**src/rtl/k_and_s_pkg.sv**
```systemverilog
// k_and_s_pkg: shared types for the RAM port arbiter.
package k_and_s_pkg;
    typedef enum logic [1:0] {ARB_IDLE, ARB_ACCESS, ARB_RESP} arb_state_t;
    typedef enum logic {OWNER_CORE, OWNER_DBG} arb_owner_t;
endpackage

```
**src/rtl/ram_port_arbiter.sv**
```systemverilog
// ram_port_arbiter: shares one synchronous-read RAM port between core and debug loader.
module ram_port_arbiter
    import k_and_s_pkg::*;
#(
    parameter int ADDR_W = 5,
    parameter int DATA_W = 16
) (
    input  logic              clk,
    input  logic              rst,
    input  logic              core_req,
    input  logic              core_we,
    input  logic [ADDR_W-1:0] core_addr,
    input  logic [DATA_W-1:0] core_wdata,
    output logic              core_gnt,
    output logic              core_rvalid,
    output logic [DATA_W-1:0] core_rdata,
    input  logic              dbg_req,
    input  logic              dbg_we,
    input  logic [ADDR_W-1:0] dbg_addr,
    input  logic [DATA_W-1:0] dbg_wdata,
    output logic              dbg_gnt,
    output logic              dbg_rvalid,
    output logic [DATA_W-1:0] dbg_rdata,
    output logic [ADDR_W-1:0] ram_addr,
    output logic [DATA_W-1:0] ram_wdata,
    output logic              ram_we,
    input  logic [DATA_W-1:0] ram_rdata
);
    arb_state_t        state_q, state_d;
    arb_owner_t        owner_q, owner_d, last_q, last_d;
    logic [ADDR_W-1:0] lat_addr_q, lat_addr_d;
    logic [DATA_W-1:0] lat_wdata_q, lat_wdata_d;
    logic              lat_we_q, lat_we_d;
    logic              pick_core, pick_dbg;

    // On a tie the requester that did not win last time goes first
    always_comb begin
        pick_core = core_req && (!dbg_req || last_q == OWNER_DBG);
        pick_dbg  = dbg_req && !pick_core;
    end

    always_comb begin
        state_d     = state_q;
        owner_d     = owner_q;
        last_d      = last_q;
        lat_addr_d  = lat_addr_q;
        lat_wdata_d = lat_wdata_q;
        lat_we_d    = lat_we_q;
        core_gnt    = 1'b0;
        dbg_gnt     = 1'b0;
        case (state_q)
            ARB_IDLE: if (!rst && (pick_core || pick_dbg)) begin
                core_gnt    = pick_core;
                dbg_gnt     = pick_dbg;
                owner_d     = pick_core ? OWNER_CORE : OWNER_DBG;
                last_d      = pick_core ? OWNER_CORE : OWNER_DBG;
                lat_addr_d  = pick_core ? core_addr : dbg_addr;
                lat_wdata_d = pick_core ? core_wdata : dbg_wdata;
                lat_we_d    = pick_core ? core_we : dbg_we;
                state_d     = ARB_ACCESS;
            end
            ARB_ACCESS: state_d = lat_we_q ? ARB_IDLE : ARB_RESP;
            default:    state_d = ARB_IDLE;
        endcase
    end

    always_ff @(posedge clk) begin
        if (rst) begin
            state_q     <= ARB_IDLE;
            owner_q     <= OWNER_CORE;
            last_q      <= OWNER_DBG;
            lat_addr_q  <= '0;
            lat_wdata_q <= '0;
            lat_we_q    <= 1'b0;
        end else begin
            state_q     <= state_d;
            owner_q     <= owner_d;
            last_q      <= last_d;
            lat_addr_q  <= lat_addr_d;
            lat_wdata_q <= lat_wdata_d;
            lat_we_q    <= lat_we_d;
        end
    end

    assign ram_addr    = lat_addr_q;
    assign ram_wdata   = lat_wdata_q;
    assign ram_we      = state_q == ARB_ACCESS && lat_we_q;
    assign core_rvalid = state_q == ARB_RESP && owner_q == OWNER_CORE;
    assign dbg_rvalid  = state_q == ARB_RESP && owner_q == OWNER_DBG;
    assign core_rdata  = core_rvalid ? ram_rdata : '0;
    assign dbg_rdata   = dbg_rvalid ? ram_rdata : '0;
endmodule
```
**config.mk**
```make
export PLATFORM = sky130hd
export DESIGN_NAME = ram_port_arbiter
export DESIGN_NICKNAME = d
export VERILOG_FILES = /design/src/rtl/k_and_s_pkg.sv /design/src/rtl/ram_port_arbiter.sv
export SDC_FILE = /design/constraint.sdc
export NUM_CORES = 1
export LEC_CHECK = 0
export BUFFER_PORTS_ARGS = -buffer_cell sky130_fd_sc_hd__buf_2
export CELL_PAD_IN_SITES_DETAIL_PLACEMENT = 2
export CELL_PAD_IN_SITES_GLOBAL_PLACEMENT = 2
export CORE_MARGIN = 4
export CORE_UTILIZATION = 19
export CTS_CLUSTER_DIAMETER = 30
export DETAILED_ROUTE_END_ITERATION = 10
export MAX_ROUTING_LAYER = met4
export PLACE_DENSITY = 0.81
export SLEW_MARGIN = 10
export SYNTH_ARGS = -nofsm -noshare
export SYNTH_HDL_FRONTEND = slang
export SYNTH_SLANG_ARGS = --single-unit
```
**constraint.sdc**
```tcl
create_clock -name clk -period 1.32 [get_ports clk]
set_input_delay 0.066 -clock clk [delete_from_list [all_inputs] [get_ports clk]]
set_output_delay 0.066 -clock clk [all_outputs]
set_load 0.005 [all_outputs]
```
==> run metrics <==
Routed Antenna Nets 0; Placed Cells incl. Taps about 370; Synth Cell Area 0.001401 mm²; Worst R2R Path Depth 5; Mapped Avg Cell Area just over 9 µm²; Row Count 31; power share of the sequential group between 40% and 50%; Vias about 1600; vias in the first global route 1744; Clk pwr share 31.8%; DP HPWL 4.549 mm; worst slew pin tran around 0.24 ns; Worst-path clk slew around 0.1 ns; yosys warns 0; setup TNS -0.4114 ns; cts hold-fix bufs 0; peak supply drop 0.4002 mV; fin crit period around 1.4 ns; post-synthesis sequential area ratio between 30% and 40%; RePlAce Congestion around 0.68; Die H approximately 94 µm; global-route usage over all layers approximately an eighth; initial core utilization roughly a fifth; Net Sw Frac roughly 27%; core footprint roughly 0.0072 mm²; WL/cell between 15 and 20 µm; arrival time worst endpoint 1.33 ns; count of final setup violators 18; clock tree buffer depth 2; clock skew just under 0.009 ns; worst skew pair latency between 0.2 and 0.3 ns; Worst R2R Start last_q; Hold Crit Depth 3; GR Util met3 under 10%; worst r2r dst ram_wdata[4]; Die Area ~0.0088 mm²; final period utilization 105.4%; Logic pwr share between 20% and 30%; area delta synth->final 65.89%; DRT Pass-1 Iters 4; GRT Max-Usage Layer met2; unrepaired setup endpoints after global routing true; worst hold path type input pin to flip-flop; placed cell area about 0.0022 mm²; M1 GR Usage roughly 14%; final WL 5.806 mm; Final nets 340; post-synth cell types 22; status finished, violations left; port bufs 121; total internal power around 1600 µW; Final Max Tran Viols 0; failing checks negative setup slack; largest net degree at the start of global routing 26; Lkg Pwr ~0.0012 µW; Root Buffer clkbuf_8; io pins approximately 120; initial antenna violation count 0; Final WS setup -0.07139 ns; Design Area, Final 0.002325 mm²; Fin Hold WS between 0.04 and 0.05 ns; Max-slew headroom between 80% and 90%; flop and latch count out of synthesis 26; met2 usage roughly 22%; Min-Delay Endpoint ram_addr[3]; CP endpoint kind output pin; CP max FO 17; Final Hold Viols 0; power per cell area 927.5 mW/mm²; switching power total between 500 and 600 µW; post-layout util between 30% and 40%; GRT overflow 0; Final Non-Filler Cells ~370; R2R Setup Slk 0.06 ns; width of the chip about 94 µm; H-tree levels 1; CTS Buf Count 3; share of cells above drive strength 1 a little over half; layout filler cell count 872; Clock Sink Count 26; drt drc 0; critical setup path kind flip-flop to output pin; TritonCTS clock tree built; Hold Startpoint core_addr[3]; detailed-route vias per instance 4.307; Worst setup SP type flip-flop; Syn Nets about 220; Max Cap Violations 0; initial DRC count 33; ANT cells 0; critical path required time around 1.3 ns; Syn Inst Count around 150; achievable frequency approximately 0.7 GHz; first-pass GRT wire length around 8.6 mm
## cells in the final DEF, fill, tap and decap left out, drive strengths merged, types with 2 or more instances in the layout
cell type and n:
nand3b 22, mux2i 22, and2 32, dfxtp 26, a31oi 2, o21ai 23, buf 129, clkbuf 3
a21oi 2, and3b 3
## cells by family (layout without fill, tap and decap cells)
group / Yosys count / after routing / synth area share, %
AND/OR/NAND/NOR: 64 / 65 / 31.61
multiplexers: 22 / 22 / 15.71
buffers and inverters: 12 / 134 / 4.910
AO/OA/AOI/OAI: 28 / 28 / 10.63
flip-flops: 26 / 26 / 37.14
## worst max-delay path, cell delays in order, from the launching register on
cell     delay (ns)
dfxtp_4        0.39
nor3b_2        0.20
buf_6          0.17
and2_1         0.16
buf_2          0.13
## routing by layer
layer	part of all wire, %	vias up
met5	0	-
met3	9.7	4
met1	39	745
li1	-	775
met2	50	87
met4	0.93	0
## worst max path at each step
stage | from | slack, ns | to | cells past startpoint
after global routing | state_q[0] | -0.15 | core_rdata[3] | 4
after CTS | state_q[1] | -0.07 | core_rdata[6] | 4
after global placement | state_q[0] | 0.09 | lat_we_q | 5
after detailed placement | state_q[1] | 0.006 | dbg_rdata[5] | 3
after floorplan | last_q | 0.19 | ram_wdata[10] | 5
final | state_q[0] | -0.07 | core_rdata[3] | 4
## power groups by stage
stage | Sequential [µW] | Clock (µW) | Combinational (µW)
2_1_floorplan | 946 | 0 | 233
3_3_place_gp | 940 | 0 | 511
3_5_place_dp | 946 | 0 | 532
4_1_cts | 933 | 715 | 550
5_1_grt | 944 | 745 | 599
6_report | 932 | 686 | 538
## state kept, by name (all words and copies together), names as in the netlist
register,flops
last_q,1
ram_addr,5
state_q,2
lat_we_q,1
ram_wdata,16
owner_q,1
## cell usage after synthesis
master,number,share of area [%]
and2_1,32,14
dfxtp_1,26,37
mux2i_1,22,16
nand3b_1,22,12
o21ai_1,22,7.9
buf_2,7,2.5
a21oi_1,2,0.71
a31oi_1,2,0.89
and3b_1,2,1.3
buf_6,2,1.6
clkbuf_1,2,0.54
and3_1,1,0.45
inv_1,1,0.27
nand2_2,1,0.45
nand2b_1,1,0.45
nor2_1,1,0.27
nor3_2,1,0.71
nor3b_2,1,0.89
nor4b_1,1,0.63
o21a_1,1,0.54
o21ai_2,1,0.63
or2_1,1,0.45
## through the flow
| stage | total power [µW] | worst slack (ns) |
|---|---|---|
| floorplan | 1179 | 0.1884 |
| global placement | 1451 | 0.09468 |
| detailed placement | 1477 | 0.005724 |
| CTS | 2197 | -0.07176 |
| global route | 2287 | -0.1496 |
| finish | 2156 | -0.07139 |
## layout make-up
class                           count  area (µm²)  share of cell area, %
Multi-Input combinational cell    115       864.6                  37.19
Timing Repair Buffer              129       732.0                  31.49
Sequential cell                    26       529.3                  22.77
Tap cell                           99       123.9                  5.328
Clock buffer                        3       41.29                  1.776
Clock inverter                      1       30.03                  1.292
Inverter                            1       3.754                 0.1615
## repair_timing
action                     CTS  global route
gates resized for setup     11            13
setup endpoints to repair   39            44
buffers inserted             2             1
pin swaps                    9            10
gates cloned                 1             0
Note: power is estimated with default switching activity, not from simulation.
